[config.mk]
export PLATFORM = sky130hd
export DESIGN_NAME = frame_scanout
export DESIGN_NICKNAME = d
export VERILOG_FILES = /design/src/rtl/frame_scanout_pkg.sv /design/src/rtl/frame_scanout_fifo.sv /design/src/rtl/frame_scanout.sv
export SDC_FILE = /design/constraint.sdc
export NUM_CORES = 1
export LEC_CHECK = 0
export CAP_MARGIN = 20
export CORE_MARGIN = 8
export CORE_UTILIZATION = 53
export CTS_CLUSTER_SIZE = 40
export DETAILED_ROUTE_END_ITERATION = 16
export PLACE_DENSITY = 0.73
export SLEW_MARGIN = 20
export SYNTH_ARGS = -nofsm -noshare
export SYNTH_HDL_FRONTEND = slang
export SYNTH_HIERARCHICAL = 1
export SYNTH_SLANG_ARGS = --single-unit
[constraint.sdc]
create_clock -name Clk -period 12.45 [get_ports Clk]
set_clock_uncertainty 0.2 [all_clocks]
set_input_delay 2.49 -clock Clk [delete_from_list [all_inputs] [get_ports Clk]]
set_output_delay 2.49 -clock Clk [all_outputs]
set_load 0.05 [all_outputs]
[src/rtl/frame_scanout_pkg.sv]
// Shared types and defaults for the frame buffer scan-out reader.
package frame_scanout_pkg;

    localparam int H_ACTIVE_DEF   = 640;
    localparam int V_ACTIVE_DEF   = 480;
    localparam int RD_LATENCY_DEF = 2;
    localparam int FIFO_DEPTH_DEF = 16;

    typedef logic [15:0] pixel_t;
    typedef logic [9:0]  coord_t;

    typedef enum logic [1:0] {
        ST_IDLE  = 2'd0,
        ST_FETCH = 2'd1,
        ST_DRAIN = 2'd2
    } scan_state_t;

endpackage

[src/rtl/frame_scanout_fifo.sv]
// Prefetch FIFO for scan-out: synchronous push/pop, flush, occupancy count.
// Read data is the current head and is valid whenever the count is non-zero.
module scanout_fifo
    import frame_scanout_pkg::*;
#(
    parameter int DEPTH = FIFO_DEPTH_DEF
)(
    input  logic                       i_clk,
    input  logic                       i_rst_n,
    input  logic                       i_push,
    input  logic                       i_pop,
    input  logic                       i_flush,
    input  pixel_t                     i_wdata,
    output pixel_t                     o_rdata,
    output logic [$clog2(DEPTH):0]     o_count
);

    localparam int AW = $clog2(DEPTH);
    localparam int CW = AW + 1;

    pixel_t          r_mem [DEPTH];
    logic [AW-1:0]   r_wptr;
    logic [AW-1:0]   r_rptr;
    logic [CW-1:0]   r_count;
    logic            w_push;
    logic            w_pop;

    assign w_push = i_push && (r_count != CW'(DEPTH));
    assign w_pop  = i_pop  && (r_count != '0);

    // Pointer and occupancy tracking; flush empties the queue outright.
    always_ff @(posedge i_clk or negedge i_rst_n) begin
        if (!i_rst_n) begin
            r_wptr  <= '0;
            r_rptr  <= '0;
            r_count <= '0;
        end else if (i_flush) begin
            r_wptr  <= '0;
            r_rptr  <= '0;
            r_count <= '0;
        end else begin
            if (w_push) r_wptr <= r_wptr + 1'b1;
            if (w_pop)  r_rptr <= r_rptr + 1'b1;
            r_count <= r_count + CW'(w_push) - CW'(w_pop);
        end
    end

    // Storage write; contents need no reset since the count gates reads.
    always_ff @(posedge i_clk) begin
        if (w_push && !i_flush) r_mem[r_wptr] <= i_wdata;
    end

    assign o_rdata = r_mem[r_rptr];
    assign o_count = r_count;

endmodule

[src/rtl/frame_scanout.sv]
// Display-side frame buffer reader: raster-order prefetch into a small FIFO,
// one pixel per Pixel_Req, and front/back buffer swap at frame start.
module frame_scanout
    import frame_scanout_pkg::*;
#(
    parameter int H_ACTIVE   = H_ACTIVE_DEF,
    parameter int V_ACTIVE   = V_ACTIVE_DEF,
    parameter int RD_LATENCY = RD_LATENCY_DEF,
    parameter int FIFO_DEPTH = FIFO_DEPTH_DEF
)(
    input  logic        Clk,
    input  logic        Reset_n,
    input  logic        Frame_Start,
    input  logic        Pixel_Req,
    input  logic        Swap_Req,
    output logic        Swap_Ack,
    output logic        Front_Buf,
    output logic        FB_Re,
    output logic        FB_Buf,
    output logic [9:0]  FB_AddrX,
    output logic [9:0]  FB_AddrY,
    input  logic [15:0] FB_Data,
    output logic [15:0] Pixel_Out,
    output logic        Pixel_Valid,
    output logic        Underflow,
    output logic        Frame_Done
);

    localparam int     CW     = $clog2(FIFO_DEPTH) + 1;
    localparam int     TW     = CW + 2;   // room for occupancy + in-flight sums
    localparam coord_t X_LAST = coord_t'(H_ACTIVE - 1);
    localparam coord_t Y_LAST = coord_t'(V_ACTIVE - 1);

    scan_state_t          r_state;
    coord_t               r_x;            // next column to issue
    coord_t               r_y;            // next row to issue
    logic                 r_fb_re;
    coord_t               r_addr_x;
    coord_t               r_addr_y;
    logic                 r_front;
    logic                 r_fb_buf;
    logic                 r_swap_ack;
    logic                 r_frame_done;
    logic [RD_LATENCY-1:0] r_pipe;        // in-flight reads, bit L-1 returns now
    logic [TW-1:0]        r_drop;         // stale returns still to discard
    pixel_t               r_pix_out;
    logic                 r_pix_valid;
    logic                 r_underflow;

    logic [CW-1:0]        w_count;
    pixel_t               w_rdata;
    logic                 w_ret;
    logic                 w_push;
    logic                 w_pop;
    logic                 w_issue;
    logic                 w_last;
    logic                 w_done;
    logic [TW-1:0]        w_pipe_cnt;
    logic [TW-1:0]        w_pend;
    logic [TW-1:0]        w_total;
    logic [TW-1:0]        w_new_drop;
    coord_t               w_ix;
    coord_t               w_iy;

    scanout_fifo #(
        .DEPTH   (FIFO_DEPTH)
    ) u_fifo (
        .i_clk   (Clk),
        .i_rst_n (Reset_n),
        .i_push  (w_push),
        .i_pop   (w_pop),
        .i_flush (Frame_Start),
        .i_wdata (FB_Data),
        .o_rdata (w_rdata),
        .o_count (w_count)
    );

    // Issue/credit bookkeeping: a read may go out only if every outstanding
    // live read plus the FIFO contents still leaves room after this edge.
    always_comb begin
        w_pipe_cnt = '0;
        for (int i = 0; i < RD_LATENCY; i++) begin
            w_pipe_cnt = w_pipe_cnt + TW'(r_pipe[i]);
        end
        w_ret      = r_pipe[RD_LATENCY-1];
        w_push     = w_ret && (r_drop == '0) && !Frame_Start;
        w_pop      = Pixel_Req && (r_state != ST_IDLE) && (w_count != '0);
        w_pend     = w_pipe_cnt + TW'(r_fb_re) - r_drop;
        w_total    = TW'(w_count) + w_pend - TW'(w_pop);
        w_new_drop = w_pipe_cnt + TW'(r_fb_re) - TW'(w_ret);
        w_ix       = Frame_Start ? '0 : r_x;
        w_iy       = Frame_Start ? '0 : r_y;
        w_issue    = Frame_Start ||
                     ((r_state == ST_FETCH) && (w_total < TW'(FIFO_DEPTH)));
        w_last     = (w_ix == X_LAST) && (w_iy == Y_LAST);
        w_done     = (r_state == ST_DRAIN) && !Frame_Start && w_pop &&
                     (w_count == CW'(1)) && (w_pend == '0);
    end

    // Frame sequencer: read issue, raster walk, swap commit and frame end.
    always_ff @(posedge Clk or negedge Reset_n) begin
        if (!Reset_n) begin
            r_state      <= ST_IDLE;
            r_x          <= '0;
            r_y          <= '0;
            r_fb_re      <= 1'b0;
            r_addr_x     <= '0;
            r_addr_y     <= '0;
            r_front      <= 1'b0;
            r_fb_buf     <= 1'b0;
            r_swap_ack   <= 1'b0;
            r_frame_done <= 1'b0;
            r_drop       <= '0;
        end else begin
            r_swap_ack   <= 1'b0;
            r_frame_done <= 1'b0;
            r_fb_re      <= w_issue;

            if (w_issue) begin
                r_addr_x <= w_ix;
                r_addr_y <= w_iy;
                if (w_ix == X_LAST) begin
                    r_x <= '0;
                    r_y <= w_iy + 1'b1;
                end else begin
                    r_x <= w_ix + 1'b1;
                    r_y <= w_iy;
                end
            end

            if (Frame_Start) begin
                // Reads still in the memory pipe belong to the old frame.
                r_drop <= w_new_drop;
                if (Swap_Req) begin
                    r_front    <= ~r_front;
                    r_fb_buf   <= ~r_front;
                    r_swap_ack <= 1'b1;
                end else begin
                    r_fb_buf   <= r_front;
                end
                r_state <= w_last ? ST_DRAIN : ST_FETCH;
            end else begin
                if (w_ret && (r_drop != '0)) r_drop <= r_drop - 1'b1;
                case (r_state)
                    ST_FETCH: if (w_issue && w_last) r_state <= ST_DRAIN;
                    ST_DRAIN: if (w_done) begin
                        r_state      <= ST_IDLE;
                        r_frame_done <= 1'b1;
                    end
                    default: ;
                endcase
            end
        end
    end

    // Read-latency tracker: one bit per cycle of memory pipeline.
    always_ff @(posedge Clk or negedge Reset_n) begin
        if (!Reset_n) begin
            r_pipe <= '0;
        end else begin
            r_pipe <= (r_pipe << 1) | RD_LATENCY'(r_fb_re);
        end
    end

    // Pixel response, one cycle after the request; empty FIFO latches Underflow.
    always_ff @(posedge Clk or negedge Reset_n) begin
        if (!Reset_n) begin
            r_pix_out   <= '0;
            r_pix_valid <= 1'b0;
            r_underflow <= 1'b0;
        end else begin
            r_pix_valid <= w_pop;
            r_pix_out   <= w_pop ? w_rdata : '0;
            if (Pixel_Req && !w_pop) r_underflow <= 1'b1;
        end
    end

    assign Swap_Ack    = r_swap_ack;
    assign Front_Buf   = r_front;
    assign FB_Re       = r_fb_re;
    assign FB_Buf      = r_fb_buf;
    assign FB_AddrX    = r_addr_x;
    assign FB_AddrY    = r_addr_y;
    assign Pixel_Out   = r_pix_out;
    assign Pixel_Valid = r_pix_valid;
    assign Underflow   = r_underflow;
    assign Frame_Done  = r_frame_done;

endmodule

==> flow_summary.toml, run 1 <==
[place]
pre_cts_ws_ns = 5.514
dp_cells = 1379
port_buffers = 63
gp_congestion = 0.7873
place_hpwl_um = 18410

[synth]
yosys.cell_types.count = 72
yosysSeqAreaShare = 0.6534
synth_warnings = 6
netlist_area_um2 = 15060
ys_async_sr_fraction = 0.2515
synth_edf_count = 256
syn_inst = 981
synth_seq_cells = 342
synthFlopType = "edfxtp_1"
synth_nets = 1035
synth.avg_cell_area_um2 = 15.35

[sta]
worst_slack_ns = 6.392
period_minus_slack_ns = 6.058
tns_ns = 0
grt_setup_unrepaired = "false"
max_slew_margin = 0.4006
max_clock_freq_ghz = 0.1651
setup_violations = 0
fin_hold_ws_ns = 0.2121
hold_viol = 0
fin_crit_sh = 0.4866
tightest_slew_ns = 0.8990
slew_viol_final = 0

[pwr]
power_mw = 3.739
p_seq_frac = 0.361
leakage_nw = 6.034
power_switching_mw = 1.336
p_int_mw = 2.402
clkPwrFrac = 0.283
swShare = 0.3574
combPwrFrac = 0.356
p_per_area_nw_per_um2 = 218.2
ir_drop_mv = 0.1975

[route]
vias = 8570
vias_per_cell = 5.923
wl_met3_um = 1795
ant_nets = 0
top_layer = "met4"
routed_wl_um = 31550
route.layer.met1.wl_um = 13790
drt-pass1-iter-count = 5
drc = 0
wl_per_cell_um = 21.81
met2_wirelength_um = 15180
drt-initial-drc-count = 765

[grt]
grt_antenna_before_repair = 0
grt_pass1_vias = 8619
grt_pass1_wl_um = 48900
grt_max_degree = 65
track_usage = 0.1852
grt-ovfl-total = 0

[critical_path]
slowest_stage = "o221a_2"
path_common_cell = "ha_1"
critPathCaptureType = "flip-flop"
worst_ep_arrival_time_ns = 6.26
critPathMaxStageDelay_ns = 0.62
cp.required_ns = 12.66
cp-start-kind = "input pin"
path_class = "in -> reg"
r2r_cells = 16
cp_max_fo = 26
path_cells = "clkdlybuf4s50_1, o221a_2, ha_1, inv_1, ha_1, nand3b_1, a22oi_2, a221o_1, nand4_2, buf_16, a211oi_1, mux2_1"

[floorplan]
die_y_um = 184.6
row_count = 61
die_w_um = 184.6
initial_core_util = 0.5406
num_io_pins = 64
placeableCoreArea_um2 = 27860
die_area_um2 = 34060

[layout]
nets = 1096
drive_gt1_frac = 0.1703
area_growth_pct = 13.77
final_cells = 1447
fillCellCount = 2026
n_antenna_cell = 0

[clocking]
cts_setup_buffers = 0
postCtsHoldBufs = 0
cts-root-buf = "clkbuf_16"
clk-insertion-delay-late_ns = 0.53
cts_inserted_buffers = 36
path_clk_slew_ns = 0.06
cts.sinks = 342
post_cts.resized_instances = 0
h-tree-depth = 2
cts_tree = "yes"
clockBufferDepth = 3

[run_status]
status = "finished clean"

[flow_run]
max_cap_violations = 0

[min_path]
hold_depth = 0
hold_class = "reg -> reg"
-- cells by family after synthesis --
group           after synthesis  share of synthesized area
mux                         113                     0.1027
xor+xnor                     21                    0.01221
flops                       342                     0.6534
buf+inv                     102                    0.04212
fa+ha+maj                    33                    0.02891
compound gates              165                    0.08740
simple gates                205                    0.07328
-- cells in the mapped netlist, types with 12 or more instances --
library cell,number,share of area
inv_1,41,0.010
a221oi_2,29,0.029
o21ai_0,36,0.012
a22oi_1,18,0.0090
nor2b_1,17,0.0071
nand3_1,34,0.011
mux2i_1,69,0.046
edfxtp_1,256,0.51
nand2b_1,12,0.0050
nor2_1,43,0.011
nand2_1,31,0.0077
a21oi_1,36,0.012
dfrtp_1,86,0.14
buf_6,19,0.014
xor2_1,12,0.0070
mux4_2,32,0.048
clkbuf_1,17,0.0042
and2_1,18,0.0075
ha_1,30,0.025
nor3_1,18,0.0060
-- state kept, by name, indices dropped and copies added, names as in the netlist, 2 cells and up --
name	cells
r_pipe	2
u_fifo/r_wptr	4
FB_AddrX	10
u_fifo/r_rptr	4
Pixel_Out	16
u_fifo/o_count	5
FB_AddrY	10
u_fifo/r_mem	256
r_state	2
r_drop	7
r_y	10
r_x	10
-- area by class of cell --
| cell class | count | area [um^2] | share of cell area |
|---|---|---|---|
| Inverter | 43 | 161.4 | 0.009421 |
| Clock inverter | 16 | 178.9 | 0.01044 |
| Timing Repair Buffer | 82 | 789.5 | 0.04608 |
| Tap cell | 378 | 473.0 | 0.02761 |
| Sequential cell | 342 | 9843 | 0.5745 |
| Multi-Input combinational cell | 537 | 4679 | 0.2731 |
| Clock buffer | 49 | 1007 | 0.05879 |
-- power by group through the flow --
stage / combinational, mW / sequential [mW] / clock (mW)
after floorplan: 1.03 / 1.42 / 0
after global placement: 1.25 / 1.37 / 0
after detailed placement: 1.27 / 1.37 / 0
after CTS: 1.29 / 1.35 / 1.07
after global routing: 1.47 / 1.36 / 1.12
final: 1.33 / 1.35 / 1.06
-- layer usage --
layer / vias up / global-route usage
li1: 3865 / -
met1: 4373 / 0.2519
met2: 271 / 0.3052
met3: 61 / 0.02678
met4: 0 / 0.05776
met5: - / 0
-- worst paths after layout --
| path | slack, ns | startpoint | endpoint |
|---|---|---|---|
| min in group asynchronous | 1.73 | Reset_n | Pixel_Out[8] |
| max in group asynchronous | 9.23 | Reset_n | r_y[0] |
| worst min register to register | 0.21 | r_pipe[0] | r_pipe[1] |
| worst min-delay path | 0.21 | r_pipe[0] | r_pipe[1] |
| worst max-delay path | 6.39 | Pixel_Req | r_y[8] |
| worst max register to register | 7.44 | r_pipe[1] | r_y[8] |
-- per-stage QoR --
stage	area, um^2	util
floorplan	15060	-
global placement	15870	0.5695
detailed placement	15890	0.5702
CTS	17070	0.6128
global route	17130	0.6150
finish	17130	0.6150
-- critical path: cells and delay by family --
kind	cells	cell delay [ns]
multiplexers	1	0.36
buffers and inverters	3	0.90
adder cells (fa/ha/maj)	2	0.51
AND/OR/NAND/NOR	2	0.50
AO/OA/AOI/OAI	4	1.49
-- cells in the final DEF, fill, tap and decap left out, drive strengths merged, types with 7 or more instances in the layout --
master / count
nor3: 19
mux2: 12
edfxtp: 256
o21ai: 43
nand2b: 12
dfrtp: 86
clkdlybuf4s50: 61
a22oi: 19
nor2: 43
clkbuf: 49
nand2: 31
ha: 30
clkinv: 12
nand4: 7
xnor2: 9
a221oi: 33
inv: 44
mux4: 32
nor2b: 18
nand3: 34
xor2: 12
buf: 21
and2: 19
a21oi: 36
mux2i: 69
No activity file was read; power rests on OpenSTA's default activity.
==> inputs of run 2 (changes only) <==
==> constraint.sdc (replaced) <==
create_clock -name Clk -period 5.76 [get_ports Clk]
set_clock_uncertainty 0.2 [all_clocks]
set_input_delay 1.152 -clock Clk [delete_from_list [all_inputs] [get_ports Clk]]
set_output_delay 1.152 -clock Clk [all_outputs]
set_load 0.05 [all_outputs]
==> run 2 against run 1 <==
  * First-iteration DRC count is 0.39% lower
  * Global-route usage is 0.41 points higher
  * Critical path depth is 3 higher
  * Clock power is 110% higher
  * Sequential power is 120% higher
  * Critical path type is now reg -> reg
  * Worst setup slack worse by 5.7 ns
  * Design area is 0.15% lower
  * Via count is 0.47% lower
  * Register-to-register slack worse by 6.7 ns
  * Flip-flop and latch count stayed put
  * Total power is 110% higher
==> flow_summary.toml, run 2 (synthesized netlist as in run 1, its figures left out) <==
[critical_path]
path_class = "reg -> reg"
cp.required_ns = 5.95
critPathCaptureType = "flip-flop"
critical-path-top-delay-family = "adder cells"
path_common_cell = "ha_1"
cp_max_fo = 26
cp-start-kind = "flip-flop"
r2r-start = "r_pipe[1]"
path_cells = "inv_1, fa_1, ha_1, fa_1, nor3_1, xor2_1, ha_1, inv_1, ha_1, and2_1, a221oi_1, o211ai_4, buf_4, a21oi_1, mux2_2"
worst_ep_arrival_time_ns = 5.24
worstSetupStartpoint = "r_pipe[1]"
path_buf_inv = 3
critPathMaxStageDelay_ns = 0.66
reg2reg_slack_ns = 0.71
slowest_stage = "a221oi_1"

[clocking]
clockBufferDepth = 3
cts_inserted_buffers = 36
clk-insertion-delay-late_ns = 0.51
path_clk_slew_ns = 0.06
cts_setup_buffers = 0
postCtsHoldBufs = 0
post_cts.resized_instances = 0
h-tree-depth = 2
cts-root-buf = "clkbuf_16"
cts.sinks = 342
cts_tree = "yes"

[run_status]
status = "finished clean"

[route]
vias_per_cell = 5.863
ant_nets = 0
wl_per_cell_um = 21.71
drc = 0
drt-initial-drc-count = 762
routed_wl_um = 31590
drt-pass1-iter-count = 5
vias = 8530

[floorplan]
initial_core_util = 0.5406
row_count = 61
die_w_um = 184.6
die_y_um = 184.6
num_io_pins = 64
die_area_um2 = 34060
placeableCoreArea_um2 = 27860

[layout]
largest_reg_flops = 256
final_area_um2 = 17110
area_growth_pct = 13.60
layout_common_cells = "256 x edfxtp_1, 85 x dfrtp_1, 69 x mux2i_1"
drive_gt1_frac = 0.1708
n_antenna_cell = 0
fillCellCount = 2090
top_register = "u_fifo/r_mem"
nets = 1104
mostFrequentLayoutCell = "edfxtp_1"

[sta]
tns_ns = 0
max_clock_freq_ghz = 0.1981
fin_crit_sh = 0.8765
max_slew_margin = 0.3275
hold_viol = 0
grt_setup_unrepaired = "false"
slew_viol_final = 0
setup_violations = 0
tightest_slew_ns = 1.003
period_minus_slack_ns = 5.048

[grt]
grt-ovfl-total = 0
grt_antenna_before_repair = 1
grt_pass1_wl_um = 49740
grt_max_degree = 61
track_usage = 0.1893
grt_pass1_vias = 8694

[flow_run]
max_cap_violations = 0

[pwr]
leakage_nw = 6.043
p_per_area_nw_per_um2 = 466.4
ir_drop_mv = 0.4173

[place]
gp_congestion = 0.8117
port_buffers = 63
place_hpwl_um = 19100
place_area_um2 = 15970

[min_path]
hold_start = "r_pipe[0]"
hold_class = "reg -> reg"
-- run 2: worst register-to-register path, stage by stage (launching register included) --
cell	delay [ns]
dfrtp_1	0.43
inv_1	0.10
fa_1	0.47
ha_1	0.23
fa_1	0.47
nor3_1	0.20
xor2_1	0.21
ha_1	0.17
inv_1	0.04
ha_1	0.31
and2_1	0.20
a221oi_1	0.66
o211ai_4	0.43
buf_4	0.32
a21oi_1	0.16
mux2_2	0.34
-- run 2: layout make-up --
cell class | instances | area [um^2] | share of cell area
flip-flops and latches | 342 | 9843 | 0.5754
clock inverters | 19 | 175.2 | 0.01024
well taps | 378 | 473.0 | 0.02765
inverters | 43 | 161.4 | 0.009435
multi-input cells | 537 | 4658 | 0.2723
repair buffers | 90 | 838.3 | 0.04900
clock buffers | 46 | 958.4 | 0.05602
-- run 2: routing by layer --
metal	global-route usage	vias to the layer above	part of all wire	wire [um]
li1	-	3892	-	-
met1	0.2522	4341	0.43	13600
met2	0.3165	230	0.49	15460
met3	0.02914	65	0.055	1744
met4	0.05970	2	0.024	772
met5	0	-	0.00041	13
-- run 2: power breakdown --
group / switching [mW] / internal, mW
Sequential: 0.163 / 2.77
Clock: 0.912 / 1.31
Combinational: 1.77 / 1.06
Total: 2.84 / 5.14
-- run 2: path summary, 6_finish.rpt --
path | to | depth (start not counted)
max in group asynchronous | FB_AddrX[2] | 2
min in group asynchronous | r_drop[5] | 1
worst max register to register | r_x[8] | 15
worst min-delay path | r_pipe[1] | 0
worst max-delay path | r_x[8] | 15
worst min register to register | r_pipe[1] | 0
-- run 2: per-stage QoR --
step | utilization | total power, mW | setup WS (ns) | instances | hold WS [ns]
after floorplan | - | 5.301 | 1.166 | 981 | 0.1775
final | 0.6141 | 7.978 | 0.7116 | 1455 | 0.2172
after CTS | 0.6138 | 8.020 | 0.5214 | 1455 | 0.2167
after global routing | 0.6141 | 8.473 | 0.3685 | 1455 | 0.2368
after global placement | 0.5729 | 5.726 | 0.6430 | 1390 | 0.1915
after detailed placement | 0.5731 | 5.772 | 0.5723 | 1390 | 0.2066
